[config.mk]
export PLATFORM = sky130hd
export DESIGN_NAME = chasis_clk_ctrl
export DESIGN_NICKNAME = d
export VERILOG_FILES = /design/src/rtl/chasis_pkg.sv /design/src/rtl/chasis_clk_ctrl_btn_debounce.sv /design/src/rtl/chasis_clk_ctrl.sv
export SDC_FILE = /design/constraint.sdc
export NUM_CORES = 1
export LEC_CHECK = 0
export BUFFER_PORTS_ARGS = -buffer_cell sky130_fd_sc_hd__buf_2
export CORE_MARGIN = 3
export CORE_UTILIZATION = 29
export CTS_BUF_LIST = sky130_fd_sc_hd__clkbuf_16
export DETAILED_ROUTE_END_ITERATION = 10
export HOLD_SLACK_MARGIN = 0.15
export PLACE_DENSITY = 0.49
export SLEW_MARGIN = 10
export SYNTH_ARGS = -nofsm -noshare
export SYNTH_HDL_FRONTEND = slang
export SYNTH_SLANG_ARGS = --single-unit
[constraint.sdc]
create_clock -name i_clk -period 2.93 [get_ports i_clk]
set_input_delay 0.4395 -clock i_clk [delete_from_list [all_inputs] [get_ports i_clk]]
set_output_delay 0.4395 -clock i_clk [all_outputs]
set_load 0.005 [all_outputs]
[src/rtl/chasis_pkg.sv]
// Shared types and constants for the chasis clock/reset front end.
package chasis_pkg;

  typedef enum logic [1:0] {
    RUN  = 2'd0,
    PEND = 2'd1,
    STEP = 2'd2
  } sel_state_t;

  localparam logic [23:0] DIV_8M333 = 24'd6;
  localparam logic [23:0] DIV_1K    = 24'd50000;
  localparam logic [23:0] DIV_8HZ   = 24'd6250000;

  function automatic int sel_width(input int n);
    return $clog2(n + 1);
  endfunction

endpackage

[src/rtl/chasis_clk_ctrl_btn_debounce.sv]
// Pushbutton conditioner: 2-FF synchroniser, stability-window debounce and a
// one-cycle pulse on the debounced 0->1 transition.
module btn_debounce #(
  parameter int DB_CYCLES = 500000
) (
  input  logic i_clk,
  input  logic i_rstn,
  input  logic i_raw,
  output logic o_state,
  output logic o_press
);

  localparam int CW = $clog2(DB_CYCLES + 1);

  logic          sync1_q, sync2_q;
  logic          state_q, state_d;
  logic          press_q, press_d;
  logic [CW-1:0] cnt_q, cnt_d;

  // Stability counter: any cycle where the synced input agrees clears it.
  always_comb begin
    state_d = state_q;
    cnt_d   = {CW{1'b0}};
    if (sync2_q != state_q) begin
      if (cnt_q == CW'(DB_CYCLES - 1)) begin
        state_d = ~state_q;
        cnt_d   = {CW{1'b0}};
      end else begin
        cnt_d = cnt_q + CW'(1);
      end
    end else begin
      cnt_d = {CW{1'b0}};
    end
    press_d = state_d & ~state_q;
  end

  // Synchroniser and debounce state registers.
  always_ff @(posedge i_clk or negedge i_rstn) begin
    if (!i_rstn) begin
      sync1_q <= 1'b0;
      sync2_q <= 1'b0;
      state_q <= 1'b0;
      press_q <= 1'b0;
      cnt_q   <= {CW{1'b0}};
    end else begin
      sync1_q <= i_raw;
      sync2_q <= sync1_q;
      state_q <= state_d;
      press_q <= press_d;
      cnt_q   <= cnt_d;
    end
  end

  assign o_state = state_q;
  assign o_press = press_q;

endmodule

[src/rtl/chasis_clk_ctrl.sv]
// Board-side clock-enable generator with selectable divide ratio, single-step
// mode, debounced buttons and a stretched, synchronously released DUT reset.
module chasis_clk_ctrl
  import chasis_pkg::*;
#(
  parameter int                          NUM_RATES   = 4,
  parameter int                          DIV_W       = 24,
  parameter logic [NUM_RATES*DIV_W-1:0]  RATE_DIVS   = {DIV_8HZ, DIV_1K, DIV_8M333, 24'd1},
  parameter int                          RESET_SEL   = 2,
  parameter int                          DB_CYCLES   = 500000,
  parameter int                          RST_STRETCH = 16
) (
  input  logic                               i_clk,
  input  logic                               i_rstn,
  input  logic                               i_rateBtn,
  input  logic                               i_stepBtn,
  input  logic                               i_rstBtn,
  output logic                               o_clkEn,
  output logic [sel_width(NUM_RATES)-1:0]    o_rateSel,
  output logic                               o_isStep,
  output logic                               o_rstn,
  output logic                               o_heartbeat
);

  localparam int             SW       = sel_width(NUM_RATES);
  localparam int             STW      = $clog2(RST_STRETCH + 1);
  localparam logic [SW-1:0]  STEP_SEL = SW'(NUM_RATES);
  localparam logic [SW-1:0]  RST_SEL  = SW'(RESET_SEL);
  localparam sel_state_t     RST_ST   = (RESET_SEL == NUM_RATES) ? STEP : RUN;

  logic rate_press_s, step_press_s, rst_req_s;
  logic rate_state_s, step_state_s, rst_press_s;
  logic unused_s;

  sel_state_t       state_q, state_d;
  logic [SW-1:0]    sel_q, sel_d, pend_q, pend_d, pend_nx_s;
  logic [DIV_W-1:0] cnt_q, cnt_d, div_s, div_eff_s;
  logic             term_s;
  logic             en_q, en_d, hb_q, hb_d, rstn_q, rstn_d;
  logic [STW-1:0]   str_q, str_d;

  btn_debounce #(.DB_CYCLES(DB_CYCLES)) u_rate_db (
    .i_clk(i_clk), .i_rstn(i_rstn), .i_raw(i_rateBtn), .o_state(rate_state_s), .o_press(rate_press_s));
  btn_debounce #(.DB_CYCLES(DB_CYCLES)) u_step_db (
    .i_clk(i_clk), .i_rstn(i_rstn), .i_raw(i_stepBtn), .o_state(step_state_s), .o_press(step_press_s));
  btn_debounce #(.DB_CYCLES(DB_CYCLES)) u_rst_db (
    .i_clk(i_clk), .i_rstn(i_rstn), .i_raw(i_rstBtn), .o_state(rst_req_s), .o_press(rst_press_s));

  assign unused_s = &{1'b0, rate_state_s, step_state_s, rst_press_s};

  function automatic logic [SW-1:0] next_sel(input logic [SW-1:0] x);
    return (x == STEP_SEL) ? {SW{1'b0}} : x + SW'(1);
  endfunction

  // Divisor lookup; a zero entry behaves as divide-by-one.
  always_comb begin
    if (sel_q < STEP_SEL) begin
      div_s = RATE_DIVS[int'(sel_q)*DIV_W +: DIV_W];
    end else begin
      div_s = {DIV_W{1'b0}};
    end
    div_eff_s = (div_s == {DIV_W{1'b0}}) ? DIV_W'(1) : div_s;
    term_s    = (cnt_q == div_eff_s - DIV_W'(1));
    pend_nx_s = rate_press_s ? next_sel(pend_q) : pend_q;
  end

  // Selector FSM and divider; switches only land on a terminal cycle so the
  // in-flight period always completes at the old rate.
  always_comb begin
    state_d = state_q;
    sel_d   = sel_q;
    pend_d  = pend_q;
    cnt_d   = term_s ? {DIV_W{1'b0}} : cnt_q + DIV_W'(1);
    en_d    = term_s;
    case (state_q)
      RUN: begin
        if (rate_press_s) begin
          state_d = PEND;
          pend_d  = next_sel(sel_q);
        end else begin
          state_d = RUN;
        end
      end
      PEND: begin
        if (term_s) begin
          sel_d   = pend_nx_s;
          pend_d  = {SW{1'b0}};
          state_d = (pend_nx_s == STEP_SEL) ? STEP : RUN;
        end else begin
          pend_d  = pend_nx_s;
        end
      end
      STEP: begin
        cnt_d = {DIV_W{1'b0}};
        en_d  = step_press_s;
        if (rate_press_s) begin
          sel_d   = {SW{1'b0}};
          state_d = RUN;
        end else begin
          state_d = STEP;
        end
      end
      default: begin
        state_d = RST_ST;
        sel_d   = RST_SEL;
        pend_d  = {SW{1'b0}};
        cnt_d   = {DIV_W{1'b0}};
        en_d    = 1'b0;
      end
    endcase
    hb_d = hb_q ^ en_d;
  end

  // Reset stretcher: request holds o_rstn low, release counts RST_STRETCH cycles.
  always_comb begin
    if (rst_req_s) begin
      str_d  = {STW{1'b0}};
      rstn_d = 1'b0;
    end else if (!rstn_q) begin
      if (str_q == STW'(RST_STRETCH - 1)) begin
        str_d  = {STW{1'b0}};
        rstn_d = 1'b1;
      end else begin
        str_d  = str_q + STW'(1);
        rstn_d = 1'b0;
      end
    end else begin
      str_d  = str_q;
      rstn_d = 1'b1;
    end
  end

  // State registers.
  always_ff @(posedge i_clk or negedge i_rstn) begin
    if (!i_rstn) begin
      state_q <= RST_ST;
      sel_q   <= RST_SEL;
      pend_q  <= {SW{1'b0}};
      cnt_q   <= {DIV_W{1'b0}};
      en_q    <= 1'b0;
      hb_q    <= 1'b0;
      rstn_q  <= 1'b0;
      str_q   <= {STW{1'b0}};
    end else begin
      state_q <= state_d;
      sel_q   <= sel_d;
      pend_q  <= pend_d;
      cnt_q   <= cnt_d;
      en_q    <= en_d;
      hb_q    <= hb_d;
      rstn_q  <= rstn_d;
      str_q   <= str_d;
    end
  end

  assign o_clkEn     = en_q;
  assign o_rateSel   = sel_q;
  assign o_isStep    = (state_q == STEP);
  assign o_rstn      = rstn_q;
  assign o_heartbeat = hb_q;

endmodule

# == After elaboration in Yosys (flattened, before gate mapping) ==
# Cells that the tools add are included.
# totals
reg_bits,108
output_inout_bits,7
word_cells,99
# op_classes
addsub,8
mul,1
n_lt_le_gt_ge,1
n_eq_ne,17
n_shift,1
muxes,35
bitwise_logic,8
n_reduce_logical,6
# ops
cell,n
19-bit two-way mux,6
24-bit two-way mux,4
96-bit by 9-bit indexed part select with 24-bit output (first input constant),1
19-bit by 1-bit adder with 19-bit output (second input constant),3
19-bit == test (second input constant),3
24-bit by 1-bit adder with 24-bit output (second input constant),1
24-bit == test,1
24-bit logical NOT,1
24-bit by 1-bit subtractor with 24-bit output (second input constant),1
3-bit two-way mux,7
3-bit case mux with 3 select lines,2
5-bit two-way mux,3
3-bit == test (second input constant),3
1-bit two-way mux,8
3-bit by 1-bit adder with 3-bit output (second input constant),2
2-bit two-way mux,3
2-bit by 1-bit inequality test with 1-bit output (second input constant),3
2-bit case mux with 3 select lines,1
5-bit by 1-bit adder with 5-bit output (second input constant),1
5-bit by 4-bit == test with 1-bit output (second input constant),1
3-bit by 2-bit multiplier with 5-bit output (second input constant),1
1-bit inverter,5
2-bit AND reduction,2
3-bit less-than comparator (second input constant),1
other kinds (10),13

# == Longest topological paths before layout ==
# Gate-level depths: netlist (run 1).
# depth
word_depth,9
mapped_depth,12

# == By module ==
# From an unflattened synthesis (run 1), not the netlist that was laid out.
# unflattened
hier_cells,648
area_unflattened_um2,6128.4
# by_module_without_submodules
module,instances,cells_per_inst,area_each_um2,seq_area_each_um2
chasis_clk_ctrl,1,322,2746.4,1002.2
btn_debounce at u_rate_db ...,2,110,1118.6,575.6
btn_debounce at u_step_db,1,106,1144.8,575.6

# == Least setup slack after synthesis (run 1) ==
# No wires, ideal clock.
# synth_path
kind,register to register
startpoint,"register sel_q[2], in the netlist o_rateSel[2]"
endpoint,"register sel_q[1], in the netlist o_rateSel[1]"
setup_ns,0.088
t_arrival_ns,2.941
slack_ns,-0.099
path_stages_with_launch,11
synth_period_minus_slack_ns,3.029
path_cell_list,dfrtp_1 -> clkbuf_1 -> inv_1 -> ha_1 -> or4_1 -> a211o_1 -> a211oi_1 -> or4b_1 -> buf_4 -> mux2i_1 -> or3_1
# synth_between
elab_chain_len,9
word_cells_on_any_way,10
# synth_rtl
element,line,source
from (decl),chasis_clk_ctrl.sv:36,"logic [SW-1:0] sel_q, sel_d, pend_q, pend_d, pend_nx_s;"
from (signal assigned),chasis_clk_ctrl.sv:146,sel_q <= sel_d;
3-bit by 2-bit multiplier with 5-bit output,chasis_clk_ctrl.sv:58,div_s = RATE_DIVS[int'(sel_q)*DIV_W +: DIV_W];
96-bit by 9-bit indexed part select with 24-bit output,chasis_clk_ctrl.sv:58,
24-bit two-way mux (*),chasis_clk_ctrl.sv:57,if (sel_q < STEP_SEL) begin
24-bit logical NOT,chasis_clk_ctrl.sv:62,div_eff_s = (div_s == {DIV_W{1'b0}}) ? DIV_W'(1) : div_s;
24-bit two-way mux (*),chasis_clk_ctrl.sv:62,
24-bit by 1-bit subtractor with 24-bit output (*),chasis_clk_ctrl.sv:63,term_s = (cnt_q == div_eff_s - DIV_W'(1));
24-bit == test (*),chasis_clk_ctrl.sv:63,
2-bit inequality test (no source line) (*),-,
3-bit AND reduction (no source line) (*),-,
# Every way passes the cells marked *; elsewhere a longest branch is shown, timed or not.
# A chain may end at the register's enable or synchronous reset.

# == Worst setup path after layout (run 1) ==
# layout_path
startpoint,"register sel_q[0], in the netlist o_rateSel[0]"
endpoint,"register sel_q[1], in the netlist o_rateSel[1]"
# Same word-level chain as after synthesis.

==> results.sh, run 1 <==
export IMPL_die_width_um=143
export IMPL_num_vias=3838
export IMPL_syn_nets=584
export IMPL_rsz0062_at_grt="no"
export IMPL_yosys_area_top_type="dfrtp_1"
export IMPL_firstDrtPassIters=6
export IMPL_fin_crit_ns=2.84
export IMPL_power_density_nw_per_um2=467
export IMPL_cpPeakStageDelay_ns=0.58
export IMPL_clkTransAtPathRegs_ns=0.08
export IMPL_hold_viol_final=0
export IMPL_finalInstanceArea_um2=6220
export IMPL_overflow=0
export IMPL_post_route_util_pct=34.0
export IMPL_cp_cell_sequence="ha_1, ha_2, or4_1, a211o_1, a211oi_2, or4b_4, mux2i_1, or3_1"
export IMPL_crit_family="simple AND/OR/NAND/NOR gates"
export IMPL_grt_pass1_vias=3845
export IMPL_ys_ff_latch=108
export IMPL_die_area_um2=20500
export IMPL_finalNetCount=605
export IMPL_skew_ns=0.0107
export IMPL_fin_crit_sh_pct=96.9
export IMPL_grt_pass1_wl_um=18300
export IMPL_yosysWarnings=0
export IMPL_cts_buffers=9
export IMPL_clk_latency_ns=0.36
export IMPL_r2r_slack_ns=0.09
export IMPL_power_leakage_nw=2.64
export IMPL_min_path_cells=1
export IMPL_worst_slew_pin_transition_ns=0.680
export IMPL_wire_per_inst_um=12.6
export IMPL_io_buffers=11
export IMPL_start_kind="register"
export IMPL_grt_start_max_net_pins=47
export IMPL_pin_count=12
export IMPL_fp_dieH_um=143
export IMPL_routed_wirelength_um=10300
export IMPL_reg2reg_from="o_rateSel[0]"
export IMPL_maxCapViolCount=0
export IMPL_cts_max_level=3
export IMPL_antenna_found_initial=0
export IMPL_hold_class="in2reg"
export IMPL_tritoncts="yes"
export IMPL_drive_gt1_share_pct=9.35
export IMPL_clockBufferDepth=2
export IMPL_track_usage_pct=10.8
export IMPL_netlist_cell_type_count=51
export IMPL_synth_cells=562
export IMPL_post_cts_buffers=0
export IMPL_path_buf_inv=0
export IMPL_n_antenna_cell=0
export IMPL_synth_top_area_share_pct=49.0
export IMPL_cp_required_ns=3.21
export IMPL_drc=0
export IMPL_slew_violations=0
export IMPL_relSlewSlack_pct=54.3
export IMPL_critPathSlowestCell="or4b_4"
export IMPL_hp_start="i_stepBtn"
export IMPL_cp_max_fo=8
export IMPL_vias_per_cell=4.70
export IMPL_gp_congestion=0.827
export IMPL_reg2reg_depth=8
export IMPL_ir_drop_v=0.000241
export IMPL_worstSetupPathType="reg2reg"
export IMPL_area_growth_pct=13.7
export IMPL_worst_setup_path_end_kind="register"
export IMPL_ant_nets=0
export IMPL_synth_area_leaders="dfrtp_1 49%, nor2_1 7.5%, xor2_1 6.6%, xnor2_1 6.1%, ha_1 3.9%"
export IMPL_status="finished clean"
export IMPL_dpl_hpwl_um=7310
export IMPL_dominantRegCellSynth="dfrtp_1"
export IMPL_synth_async_reset_ratio_pct=100
export IMPL_yosysSeqAreaShare_pct=49.4
export IMPL_fin_tns_setup_ns=0
export IMPL_dr_first_iter_drc_count=175
export IMPL_syn_area_um2=5470
export IMPL_synth_edf_count=0
export IMPL_core_um2=18300
export IMPL_min_to="u_step_db.sync1_q"
export IMPL_start_util_pct=29.9
export IMPL_r2r_end="o_rateSel[1]"
export IMPL_synth_most_common_cell="nor2_1"
export IMPL_dpl_cell_area_um2=5870
export IMPL_max_freq_mhz=352
export IMPL_setup_violations=0
export IMPL_cp_arrival_ns=3.12
export IMPL_rows=49
export IMPL_cts_root_buf="clkbuf_16"
export IMPL_clock_sinks=108
export IMPL_syn_area_per_cell_um2=9.73
export IMPL_netlist_top_cells_count="110 x nor2_1, 107 x dfrtp_1, 43 x nand2_1"
state kept, by name (all words and copies together), names as in the netlist, 2 cells and up:
name	count
cnt_q	24
u_rate_db.cnt_q	19
u_rst_db.cnt_q	19
u_step_db.cnt_q	19
str_q	5
o_rateSel	3
pend_q	3
state_q	2
worst max path at each step:
stage               slack [ns]  depth (start not counted)          from            to
finish                    0.09                          8  o_rateSel[0]  o_rateSel[1]
global route            0.0004                          8  o_rateSel[1]  o_rateSel[1]
CTS                       0.02                          9  o_rateSel[0]  o_rateSel[1]
detailed placement        0.02                          9  o_rateSel[1]  o_rateSel[1]
global placement          0.02                          9  o_rateSel[0]  o_rateSel[1]
floorplan                 0.01                         10  o_rateSel[2]  o_rateSel[1]
layer usage:
metal | vias to the layer above | GRT usage, % | share of wire [%]
met5 | - | 0 | 0
li1 | 1949 | - | -
met4 | 0 | 3.96 | 1.7
met1 | 1854 | 14.8 | 51
met3 | 11 | 1.93 | 2.0
met2 | 24 | 17.1 | 46
layout by cell type, fill, tap and decap left out, drive strengths merged, types with 3 or more instances in the layout:
master  instances
nand4          17
clkbuf          9
xnor2          38
nor4            9
a21oi           4
nand2          44
nor2b          10
or2             3
and2            3
o221ai          4
mux2i           6
buf            24
nor2          110
and4            6
or4             5
o21ai           7
nor3            8
nand3          41
ha             17
dfrtp         107
xor2           41
a22oi           3
mux2            3
inv            20
and3           13
or3             4
power breakdown:
part	leakage [nW]	switching, W	internal [W]
clock network	0.152	0.000564	0.000754
registers	1.47	0.0000126	0.00150
logic	1.02	0.0000511	0.0000188
stage by stage:
stage	hold slack, ns	std cells	total power [W]	setup WS (ns)
6_report	0.183	817	0.00290	0.0896
5_1_grt	0.173	817	0.00303	0.000442
4_1_cts	0.166	818	0.00296	0.0176
3_5_place_dp	0.340	801	0.00162	0.0160
3_3_place_gp	0.332	801	0.00162	0.0183
2_1_floorplan	0.144	562	0.00157	0.0149
worst reg2reg max path, stage by stage (launching register included):
cell	delay, ns
dfrtp_1	0.38
ha_1	0.20
ha_2	0.18
or4_1	0.51
a211o_1	0.28
a211oi_2	0.19
or4b_4	0.58
mux2i_1	0.15
or3_1	0.30
timing repair:
item,CTS,global route
resized for setup,3,5
hold buffers,1,0
endpoints found under the setup margin,1,27
pin swaps,0,3
hold endpoints to repair,44,0
cell type report:
cell class                      instances  area, um2
Clock buffer                            9        225
Clock inverter                          7       97.6
Fill cell                            1886      12100
Inverter                               18       67.6
Multi-Input combinational cell        421       2640
Sequential cell                       108       2700
Tap cell                              229        287
Timing Repair Buffer                   25        194
kinds of logic after synthesis:
group,Yosys count,share of synthesized area [%]
adders and majority gates,17,3.89
AOI/OAI and AO/OA,32,4.48
DFF,108,49.4
and+or+nand+nor,284,25.2
xor gates and xnor gates,79,12.7
muxes,9,1.72
buffers and inverters,33,2.61
(Power assumes the default switching activity.)
==> inputs of run 2 (changes only) <==
Settings changed: BUFFER_PORTS_ARGS -buffer_cell sky130_fd_sc_hd__buf_2 to -buffer_cell sky130_fd_sc_hd__clkbuf_2.
==> results.sh, run 2 (same netlist as run 1, synthesis figures left out) <==
export IMPL_clockBufferDepth=2
export IMPL_cts_buffers=9
export IMPL_cts_max_level=3
export IMPL_slew_violations=0
export IMPL_start_kind="register"
export IMPL_area_growth_pct=14.1
export IMPL_hold_slack_ns=0.191
export IMPL_antenna_found_initial=0
export IMPL_setup_ws_ns=0.0956
export IMPL_finalNetCount=606
export IMPL_grt_pass1_wl_um=18900
export IMPL_relSlewSlack_pct=57.5
export IMPL_hold_class="in2reg"
export IMPL_largest_register_ffs=24
export IMPL_grt_start_max_net_pins=56
export IMPL_pin_count=12
export IMPL_maxCapViolCount=0
export IMPL_die_width_um=143
export IMPL_cp_max_fo=5
export IMPL_gp_congestion=0.823
export IMPL_crit_cells=8
export IMPL_io_buffers=11
export IMPL_wire_per_inst_um=13.0
export IMPL_tritoncts="yes"
export IMPL_final_common_cell="nor2_1"
export IMPL_hold_viol_final=0
export IMPL_worst_setup_path_end_kind="register"
export IMPL_grt_pass1_vias=4025
export IMPL_layout_common_cells="110 x nor2_1, 107 x dfrtp_1, 43 x nand2_1, 41 x nand3_1, 41 x xor2_1"
export IMPL_n_antenna_cell=0
export IMPL_place_ws_ns=-0.0253
export IMPL_power_leakage_nw=2.65
export IMPL_dpl_hpwl_um=7330
export IMPL_fin_crit_ns=2.83
export IMPL_critPathSlowestCell="or4b_4"
export IMPL_worst_slew_pin_transition_ns=0.633
export IMPL_cp_cell_sequence="ha_4, ha_4, or4_1, a211o_1, a211oi_2, or4b_4, mux2i_1, or3_1"
export IMPL_drive_gt1_share_pct=9.01
export IMPL_fin_crit_sh_pct=96.7
export IMPL_cpMostUsedCell="ha_4"
export IMPL_ir_drop_v=0.000212
export IMPL_power_density_nw_per_um2=459
export IMPL_routed_wirelength_um=10600
export IMPL_drc=0
export IMPL_rows=49
export IMPL_num_vias=3892
export IMPL_cpPeakStageDelay_ns=0.55
export IMPL_track_usage_pct=11.2
export IMPL_status="finished clean"
export IMPL_worstSetupPathType="reg2reg"
export IMPL_overflow=0
export IMPL_setup_violations=0
export IMPL_firstDrtPassIters=4
export IMPL_ant_nets=0
export IMPL_start_util_pct=29.9
export IMPL_dpl_cell_area_um2=5870
export IMPL_crit_family="simple AND/OR/NAND/NOR gates"
export IMPL_finalInstanceArea_um2=6240
export IMPL_vias_per_cell=4.76
export IMPL_skew_ns=0.00694
export IMPL_clock_sinks=108
export IMPL_min_path_cells=1
export IMPL_path_buf_inv=0
export IMPL_fp_dieH_um=143
export IMPL_regMostFlops="cnt_q"
export IMPL_cp_required_ns=3.19
export IMPL_clkTransAtPathRegs_ns=0.07
export IMPL_reg2reg_depth=8
export IMPL_cts_root_buf="clkbuf_16"
export IMPL_die_area_um2=20500
export IMPL_dr_first_iter_drc_count=264
export IMPL_core_um2=18300
export IMPL_max_freq_mhz=353
export IMPL_clk_latency_ns=0.35
export IMPL_cp_arrival_ns=3.10
[run 2: cell count changes in the layout (fill, tap and decap cells not counted), sizes merged]
cell	delta
clkinv	+2
clkbuf	+10
buf	-9
inv	-1
clkinvlp	-2
[run 2: what timing repair did]
action,CTS,global route
buffers inserted,2,0
gates resized for setup,4,7
pin swaps,1,7
hold endpoints to repair,33,0
hold buffers,1,0
setup endpoints to repair,21,27
[run 2: cell type report]
cell class                      instances  area, um2
Clock buffer                            9        225
Clock inverter                          6       81.3
Fill cell                            1861      12000
Inverter                               18       67.6
Multi-Input combinational cell        421       2660
Sequential cell                       108       2700
Tap cell                              229        287
Timing Repair Buffer                   26        214
[run 2: final timing paths]
kind                       slack, ns         startpoint                 to
max                              0.1       o_rateSel[0]       o_rateSel[1]
min                             0.19           i_rstBtn   u_rst_db.sync1_q
max reg2reg                      0.1       o_rateSel[0]       o_rateSel[1]
min reg2reg                     0.35  u_step_db.sync1_q  u_step_db.sync2_q
max in group asynchronous       1.61             i_rstn       o_rateSel[1]
min in group asynchronous       0.60             i_rstn           str_q[4]
[run 2: report_power, final]
| group | internal (W) | total (W) | switching, W |
|---|---|---|---|
| combinational | 0.0000188 | 0.0000706 | 0.0000518 |
| sequential | 0.00150 | 0.00152 | 0.0000124 |
| clock | 0.000739 | 0.00128 | 0.000538 |
| total | 0.00226 | 0.00286 | 0.000602 |
[run 2: per-layer routing]
metal	global-route usage (%)	vias to the layer above	wire length, um
met1	15.0	1903	5350
met2	18.0	21	4830
met3	1.33	13	155
li1	-	1955	-
met5	0	-	0
met4	5.40	0	250
[run 2: stage by stage]
step	std cells	setup TNS, ns	utilization, %	total power, W
global route	817	-0.00232	34.1	0.00298
finish	817	0	34.1	0.00286
detailed placement	800	-0.0424	32.1	0.00162
CTS	818	0	34.1	0.00292
floorplan	562	0	-	0.00157
global placement	800	0	32.1	0.00162
